**config.mk**
```make
export PLATFORM = sky130hd
export DESIGN_NAME = funct_generator_wavegen
export DESIGN_NICKNAME = d
export VERILOG_FILES = /design/src/rtl/funct_generator_pkg.sv /design/src/rtl/funct_generator_phase_acc.sv /design/src/rtl/funct_generator_wavegen.sv
export SDC_FILE = /design/constraint.sdc
export NUM_CORES = 1
export LEC_CHECK = 0
export ABC_AREA = 1
export CAP_MARGIN = 40
export CORE_ASPECT_RATIO = 2
export CORE_MARGIN = 2
export CORE_UTILIZATION = 59
export DETAILED_ROUTE_END_ITERATION = 7
export HOLD_SLACK_MARGIN = 0.12
export PLACE_DENSITY = 0.81
export SYNTH_ARGS = -nofsm -noshare
export SYNTH_HDL_FRONTEND = slang
export SYNTH_SLANG_ARGS = --single-unit
```
**constraint.sdc**
```tcl
create_clock -name clk -period 3.6 [get_ports clk]
set_clock_uncertainty 0.2 [all_clocks]
set_input_delay 0.72 -clock clk [delete_from_list [all_inputs] [get_ports clk]]
set_output_delay 0.72 -clock clk [all_outputs]
set_load 0.01 [all_outputs]
```
**src/rtl/funct_generator_pkg.sv**
```systemverilog
// Purpose     : shared widths and FSM state encoding for the funct_generator waveform source.
// Latency     : n/a (declarations only).
// Backpressure: n/a.
package funct_generator_pkg;

   localparam int DATA_WIDTH_DEF  = 5;
   localparam int PHASE_WIDTH_DEF = 8;
   localparam int DIV_WIDTH_DEF   = 8;

   // Plain vector encoding keeps the state register readable in older tools.
   typedef logic [1:0] state_t;
   localparam state_t IDLE = 2'd0;
   localparam state_t LOAD = 2'd1;
   localparam state_t RUN  = 2'd2;

endpackage

```
**src/rtl/funct_generator_phase_acc.sv**
```systemverilog
// Purpose     : one phase accumulator; exposes the top bits of the NEXT phase for waveform mapping.
// Latency     : phase register updates on the edge where adv=1; phase_top is combinational.
// Backpressure: none internally; the caller withholds adv while stalled.
// Ports: clk, clrh (sync reset), adv (advance enable), step (increment),
//        phase_top (top TOP_WIDTH bits of phase+step).
module funct_generator_phase_acc
   import funct_generator_pkg::*;
#(
   parameter int PHASE_WIDTH = PHASE_WIDTH_DEF,
   parameter int TOP_WIDTH   = DATA_WIDTH_DEF + 1
) (
   input  logic                   clk,
   input  logic                   clrh,
   input  logic                   adv,
   input  logic [PHASE_WIDTH-1:0] step,
   output logic [TOP_WIDTH-1:0]   phase_top
);

   logic [PHASE_WIDTH-1:0] phase;
   logic [PHASE_WIDTH-1:0] phase_nxt;

   // Wraps modulo 2^PHASE_WIDTH by construction.
   assign phase_nxt = phase + step;
   assign phase_top = phase_nxt[PHASE_WIDTH-1 -: TOP_WIDTH];

   always_ff @(posedge clk) begin
      if (clrh) begin
         phase <= '0;
      end else if (adv) begin
         phase <= phase_nxt;
      end
   end

endmodule

```
**src/rtl/funct_generator_wavegen.sv**
```systemverilog
// Purpose     : three-channel sawtooth/triangle/square source with prescaled sample rate.
// Latency     : sample registered one edge after its prescaler tick; valid_o rises on that edge.
// Backpressure: valid/ready; while stalled the sample is held, phases freeze, ticks are dropped (overrun_o).
// Ports: clk, clrh (sync reset), enh (run enable), div_i (prescaler terminal),
//        step_a_i/step_b_i/step_c_i (phase increments), ready_i,
//        data_a_o/data_b_o/data_c_o (samples), valid_o, overrun_o (sticky dropped-tick flag).
module funct_generator_wavegen
   import funct_generator_pkg::*;
#(
   parameter int DATA_WIDTH  = DATA_WIDTH_DEF,
   parameter int PHASE_WIDTH = PHASE_WIDTH_DEF,
   parameter int DIV_WIDTH   = DIV_WIDTH_DEF
) (
   input  logic                   clk,
   input  logic                   clrh,
   input  logic                   enh,
   input  logic [DIV_WIDTH-1:0]   div_i,
   input  logic [PHASE_WIDTH-1:0] step_a_i,
   input  logic [PHASE_WIDTH-1:0] step_b_i,
   input  logic [PHASE_WIDTH-1:0] step_c_i,
   input  logic                   ready_i,
   output logic [DATA_WIDTH-1:0]  data_a_o,
   output logic [DATA_WIDTH-1:0]  data_b_o,
   output logic [DATA_WIDTH-1:0]  data_c_o,
   output logic                   valid_o,
   output logic                   overrun_o
);

   state_t                 state;
   logic [DIV_WIDTH-1:0]   div_q;
   logic [DIV_WIDTH-1:0]   div_cnt;
   logic [PHASE_WIDTH-1:0] step_a_q;
   logic [PHASE_WIDTH-1:0] step_b_q;
   logic [PHASE_WIDTH-1:0] step_c_q;

   logic                   run;
   logic                   tick;
   logic                   adv;

   logic [DATA_WIDTH-1:0]  top_a;
   logic [DATA_WIDTH:0]    top_b;
   logic                   top_c;
   logic [DATA_WIDTH-1:0]  saw;
   logic [DATA_WIDTH-1:0]  tri_w;
   logic [DATA_WIDTH-1:0]  sqr;

   // enh low in RUN takes the exit path this edge, so nothing advances on it.
   assign run  = (state == RUN) && enh;
   assign tick = run && (div_cnt == div_q);
   // A tick only turns into a sample when the output slot is free or being emptied now.
   assign adv  = tick && (!valid_o || ready_i);

   funct_generator_phase_acc #(.PHASE_WIDTH(PHASE_WIDTH), .TOP_WIDTH(DATA_WIDTH)) u_acc_a (
      .clk(clk), .clrh(clrh), .adv(adv), .step(step_a_q), .phase_top(top_a)
   );
   funct_generator_phase_acc #(.PHASE_WIDTH(PHASE_WIDTH), .TOP_WIDTH(DATA_WIDTH+1)) u_acc_b (
      .clk(clk), .clrh(clrh), .adv(adv), .step(step_b_q), .phase_top(top_b)
   );
   funct_generator_phase_acc #(.PHASE_WIDTH(PHASE_WIDTH), .TOP_WIDTH(1)) u_acc_c (
      .clk(clk), .clrh(clrh), .adv(adv), .step(step_c_q), .phase_top(top_c)
   );

   // Waveforms are mapped from the updated phase so the registered sample matches the new phase.
   assign saw   = top_a;
   assign tri_w = top_b[DATA_WIDTH] ? ~top_b[DATA_WIDTH-1:0] : top_b[DATA_WIDTH-1:0];
   assign sqr   = {DATA_WIDTH{top_c}};

   always_ff @(posedge clk) begin
      if (clrh) begin
         state     <= IDLE;
         div_q     <= '0;
         div_cnt   <= '0;
         step_a_q  <= '0;
         step_b_q  <= '0;
         step_c_q  <= '0;
         data_a_o  <= '0;
         data_b_o  <= '0;
         data_c_o  <= '0;
         valid_o   <= 1'b0;
         overrun_o <= 1'b0;
      end else begin
         case (state)
            IDLE: begin
               if (enh) state <= LOAD;
            end
            LOAD: begin
               div_q    <= div_i;
               step_a_q <= step_a_i;
               step_b_q <= step_b_i;
               step_c_q <= step_c_i;
               div_cnt  <= '0;
               state    <= RUN;
            end
            RUN: begin
               if (!enh) begin
                  state   <= IDLE;
                  valid_o <= 1'b0;
               end else begin
                  div_cnt <= tick ? '0 : div_cnt + DIV_WIDTH'(1);
                  if (adv) begin
                     data_a_o <= saw;
                     data_b_o <= tri_w;
                     data_c_o <= sqr;
                     valid_o  <= 1'b1;
                  end else if (valid_o && ready_i) begin
                     valid_o  <= 1'b0;
                  end
                  if (tick && !adv) overrun_o <= 1'b1;
               end
            end
            default: state <= IDLE;
         endcase
      end
   end

endmodule

```
==> run_results.csv, run 1 <==
group,metric,value,unit
run_status,outcome,"finished clean",
power,power.density,403,mW/mm^2
yosys,yosysSeqAreaShare,39.7,%
place,placed_area,0.00454,sq mm
global_route,overflow,0,
final_layout,mostFrequentLayoutCell,"nand2_1",
setup_path,cp.arrival,2.42,ns
final_layout,antenna_cells,0,
die,fp.dieW,62.1,um
yosys,synth_edf_count,0,
place,place_congestion,0.880,
clock_tree,postCtsHoldBufs,0,
yosys,synth_warnings,0,
timing,rsz0062_at_grt,"no",
drt,drc,0,
clock_tree,clock_sinks,79,
place,place_ws,0.888,ns
clock_tree,cts_root_buffer,"clkbuf_16",
setup_path,r2r_slack,1.22,ns
final_layout,drive_above_1_share,5.28,%
die,coreArea,0.00657,sq mm
die,start_util,60.7,%
place,placedCellCount,678,
final_layout,postLayoutCoreUtil,73.1,%
drt,drtIter0Drc,300,
final_layout,fin_area,0.00480,sq mm
drt,wl_per_cell,13.9,um
hold_path,hold_path_class,"flop to flop",
die,core.rowCount,42,
yosys,synth_cell_types,32,
yosys,synth-seq-cells,79,
timing,finalWorstSetupSlack,1.19,ns
setup_path,worst-path-buf-inv,2,
yosys,synth_area,0.00399,sq mm
setup_path,critPathKind,"input port to flop",
setup_path,cp_slowest_stage_delay,0.54,ns
timing,period_minus_slack,2.41,ns
clock_tree,clk_latency,0.34,ns
drt,ant_nets,0,
setup_path,cp_slowest_cell,"clkdlybuf4s50_1",
clock_tree,cts-buffers-inserted,9,
setup_path,required,3.61,ns
global_route,grt_use_total,27.7,%
die,dieArea,0.00747,sq mm
global_route,grt_pass1_wl,16.5,mm
yosys,synth.top_cell.area_share,39.7,%
drt,viasPerCell,5.36,
power,finalPower,1.94,mW
drt,drt-total-wl,9.65,mm
global_route,antenna_found_initial,0,
yosys,syn_area_per_cell,7.16,sq um
timing,max_freq,414,MHz
drt,vias,3721,
yosys,netlist.top_cell.by_area,"dfxtp_1",
timing,slew_viol_final,0,
final_layout,fin_nets,662,
timing,whs,0.230,ns
die,ios,53,
yosys,netlist_instances,557,
clock_tree,cts_resized,0,
setup_path,start_kind,"input port",
yosys,synth-main-ff-cell,"dfxtp_1",
timing,hold_violations,0,
timing,worst_slew_pin_slew,0.683,ns
power,vdd_drop_max,0.000320,V
timing,relSlewSlack,54.4,%
yosys,synth_area_leaders,"dfxtp_1 (40%), nand2_1 (13%), a21oi_1 (7.3%)",
die,die_h,120,um
clock_tree,cts_setup_buffers,0,
clock_tree,clk_pin_slew_worst_paths,0.06,ns
global_route,grt_max_degree,42,
timing,setup-tns-final,0,ns
place,io_buffers,52,
flow_run,cap_viol_max_count,0,
drt,drt_pre_antenna_iters,4,
final_layout,register_area,0.00158,sq mm
yosys,synthesis.nets,618,
global_route,grt_pass1_vias,3750,
setup_path,crit_family,"simple AND/OR/NAND/NOR gates",
power,p_leak,2.11,nW
place,hpwl,6.58,mm
final_layout,fillers,542,
timing,period_share,67.0,%
final_layout,final_cell_mix,"nand2_1 (134), dfxtp_1 (79), nor2_1 (70)",
final_layout,syn2layout_area_growth,20.5,%
clock_tree,cts_max_path_buffers,2,
yosys,synthArstFlopShare,0,%
setup_path,crit_chain,"clkdlybuf4s50_1 > nand3_1 > nor2_1 > nand3_2 > nor2_4 > nand2_2 > buf_4 > nand2_1 > a21oi_1",
setup_path,path_max_fanout,22,
clock_tree,h-tree-depth,3,
setup_path,critPathCaptureType,"flop",
timing,setup_violations,0,
final_layout,multi_input_area,0.00209,sq mm
final_layout,final_cells,694,
clock_tree,cts_tree,"yes",
==> sequential cells by signal (all words and copies together), names as in the netlist, 8 cells and up <==
signal	flops
u_acc_b.phase	8
u_acc_a.phase	8
step_a_q	8
u_acc_c.phase	8
step_b_q	8
step_c_q	8
div_q	8
div_cnt	8
==> final timing paths <==
| path | from | end | cells past startpoint |
|---|---|---|---|
| hold / removal | state[0]$_SDFFE_PP0P_ | state[0]$_SDFFE_PP0P_ | 1 |
| setup / recovery | enh | u_acc_c.phase[0]$_SDFFE_PP0P_ | 9 |
| hold reg to reg | state[0]$_SDFFE_PP0P_ | state[0]$_SDFFE_PP0P_ | 1 |
| setup reg to reg | state[0]$_SDFFE_PP0P_ | div_cnt[2]$_SDFFE_PP0P_ | 9 |
==> cell usage after synthesis, drive strengths merged, types with 4 or more instances <==
| master | count |
|---|---|
| nand2 | 136 |
| xor2 | 7 |
| or2 | 4 |
| nand4 | 4 |
| a31oi | 4 |
| nor2 | 72 |
| nand3 | 23 |
| inv | 50 |
| buf | 10 |
| xnor2 | 7 |
| a21oi | 58 |
| ha | 22 |
| dfxtp | 79 |
| o21ai | 51 |
| clkbuf | 14 |
==> power breakdown <==
group          total [mW]  leakage [nW]  switching, mW  internal, mW
Combinational       0.207          1.34          0.118        0.0894
Sequential          0.927         0.642         0.0206         0.907
Clock               0.802         0.126          0.339         0.463
Total                1.94          2.11          0.478          1.46
==> layout make-up <==
type / instances / share of cell area [%]
tap: 88 / 2.29
inverter: 50 / 3.91
multi-input combinational: 404 / 43.6
timing repair buffer: 57 / 11.9
clock buffer: 12 / 4.92
sequential: 79 / 32.9
clock inverter: 4 / 0.469
==> cells by family (layout without fill, tap and decap cells) <==
logic type,count (synthesis),in the layout,synth area share (%)
DFF,79,79,39.7
adders and majority gates,25,25,8.41
xor gates and xnor gates,14,14,3.08
and+or+nand+nor,245,245,25.4
buffers and inverters,74,123,7.78
AOI/OAI and AO/OA,120,120,15.6
==> layer usage <==
layer	up-vias	wire, um	track usage [%]
met2	102	5310	52.1
li1	1882	-	-
met5	-	0	0
met4	0	286	11.9
met1	1716	3700	29.6
met3	21	358	5.40
Note: power is estimated with default switching activity, not from simulation.
==> run 2: changes to the inputs <==
Settings changed: CORE_UTILIZATION 59 to 50, PLACE_DENSITY 0.81 to 0.72.
Clock period 3.6 ns to 2.1 ns, I/O delays scaled along.
==> run 2 against run 1 <==
Core utilization fell by 9.0 points. Routed wire length fell by 8.5%. Sequential share of layout area fell by 1.4 points. Clock-buffer cell count rose by 1. Critical path depth rose by 3. Non-clock buffer count rose by 15. Die area rose by 17%. Final cell count rose by 3.3%. Hold slack got worse by 0.014 ns. Clock power rose by 110%. Critical endpoint is now data_b_o[4]$_SDFFE_PP0P_. Largest cell class unchanged.
==> run_results.csv, run 2 (synthesis results as in run 1) <==
group,metric,value,unit
run_status,outcome,"finished clean",
global_route,overflow,0,
die,fp.dieW,67.1,um
clock_tree,h-tree-depth,3,
die,die_h,130,um
global_route,antenna_found_initial,0,
drt,top_layer,"met4",
flow_run,cap_viol_max_count,0,
drt,drc,0,
timing,hold_violations,0,
place,place_congestion,0.844,
hold_path,min_path_cells,1,
setup_path,critPathKind,"flop to flop",
clock_tree,cts_root_buffer,"clkbuf_16",
timing,max_freq,499,MHz
final_layout,fin_nets,677,
setup_path,rr_startpoint,"step_b_q[0]$_SDFFE_PP0P_",
timing,relSlewSlack,77.2,%
die,ios,53,
drt,wl_met1,4.01,mm
setup_path,critPathCaptureType,"flop",
global_route,grt_pass1_wl,14.7,mm
global_route,grt_max_degree,37,
drt,wl_per_cell,12.3,um
clock_tree,clk_latency,0.33,ns
timing,period_share,95.5,%
die,dieArea,0.00875,sq mm
drt,ant_nets,0,
final_layout,antenna_cells,0,
timing,setup-tns-final,0,ns
timing,setup_violations,0,
drt,drtIter0Drc,199,
clock_tree,cts_setup_buffers,0,
hold_path,min-delay-start,"state[0]$_SDFFE_PP0P_",
die,coreArea,0.00783,sq mm
setup_path,start_kind,"flop",
clock_tree,cts-buffers-inserted,9,
timing,slew_viol_final,0,
final_layout,register_area,0.00158,sq mm
hold_path,holdPathEnd,"state[0]$_SDFFE_PP0P_",
drt,met3_length,289,um
clock_tree,clk_pin_slew_worst_paths,0.06,ns
drt,drt_pre_antenna_iters,4,
setup_path,required,2.13,ns
timing,rsz0062_at_grt,"yes",
die,start_util,50.9,%
clock_tree,cts_max_path_buffers,2,
clock_tree,cts_tree,"yes",
final_layout,fillers,719,
timing,worst_slew_pin_slew,0.342,ns
drt,dr_wl_met2,4.35,mm
final_layout,drive_above_1_share,8.37,%
place,hpwl,6.14,mm
power,vdd_drop_max,0.000631,V
global_route,grt_use_total,21.8,%
place,io_buffers,52,
drt,vias,3628,
power,p_leak,2.22,nW
hold_path,hold_path_class,"flop to flop",
power,power.density,725,mW/mm^2
drt,viasPerCell,5.06,
die,core.rowCount,46,
drt,drt-total-wl,8.83,mm
setup_path,startpoint,"step_b_q[0]$_SDFFE_PP0P_",
final_layout,final_cell_mix,"nand2_1 (133), dfxtp_1 (79), nor2_1 (70)",
timing,whs,0.215,ns
setup_path,path_max_fanout,3,
final_layout,multi_input_area,0.00211,sq mm
setup_path,cp.arrival,2.04,ns
global_route,grt_pass1_vias,3358,
clock_tree,cts_resized,0,
setup_path,worst_r2r_endpoint,"data_b_o[4]$_SDFFE_PP0P_",
timing,period_minus_slack,2.01,ns
final_layout,mostFrequentLayoutCell,"nand2_1",
setup_path,r2r_slack,0.09,ns
clock_tree,clock_sinks,79,
clock_tree,postCtsHoldBufs,0,
final_layout,syn2layout_area_growth,25.9,%
setup_path,ff2ff_path_depth,12,
[run 2: layer usage]
| metal | up-vias | global-route usage (%) |
|---|---|---|
| met5 | - | 0 |
| met4 | 0 | 8.64 |
| met3 | 15 | 4.14 |
| met2 | 63 | 37.8 |
| met1 | 1629 | 26.0 |
| li1 | 1921 | - |
[run 2: how the worst max path moves through the flow]
stage / end / depth (start not counted)
floorplan: data_b_o[4]$_SDFFE_PP0P_ / 10
CTS: data_b_o[4]$_SDFFE_PP0P_ / 12
detailed placement: data_b_o[2]$_SDFFE_PP0P_ / 11
finish: data_b_o[4]$_SDFFE_PP0P_ / 12
global route: u_acc_c.phase[7]$_SDFFE_PP0P_ / 8
global placement: data_b_o[1]$_SDFFE_PP0P_ / 11
[run 2: cell type report]
| cell class | count | area share [%] |
|---|---|---|
| multi-input combinational | 404 | 42.0 |
| sequential | 79 | 31.5 |
| timing repair buffer | 72 | 13.9 |
| clock buffer | 13 | 5.19 |
| inverter | 50 | 3.74 |
| tap | 96 | 2.39 |
| clock inverter | 3 | 1.30 |
[run 2: critical path, stage by stage (launching register included)]
cell	delay, ns
dfxtp_1	0.34
ha_1	0.18
inv_1	0.06
fa_2	0.35
nand3b_1	0.17
nand2_2	0.10
nand2_1	0.06
nand2_1	0.08
nand2_1	0.10
nand3_1	0.10
nor2_1	0.04
nor2_1	0.10
nor2_1	0.05
[run 2: power breakdown]
part | switching [mW] | internal [mW] | total (mW)
combinational | 0.204 | 0.169 | 0.373
clock | 0.574 | 1.10 | 1.68
sequential | 0.0326 | 1.55 | 1.59
[run 2: through the flow]
step | area [sq um] | worst slack, ns | util (%) | power (mW) | instances
after floorplan | 3990 | 0.210 | - | 1.83 | 557
after global routing | 5020 | -0.0255 | 64.1 | 3.79 | 717
final | 5020 | 0.0942 | 64.1 | 3.64 | 717
after global placement | 4680 | -0.128 | 59.8 | 1.98 | 701
after CTS | 5000 | 0.0283 | 63.9 | 3.66 | 717
after detailed placement | 4680 | -0.184 | 59.8 | 1.99 | 701
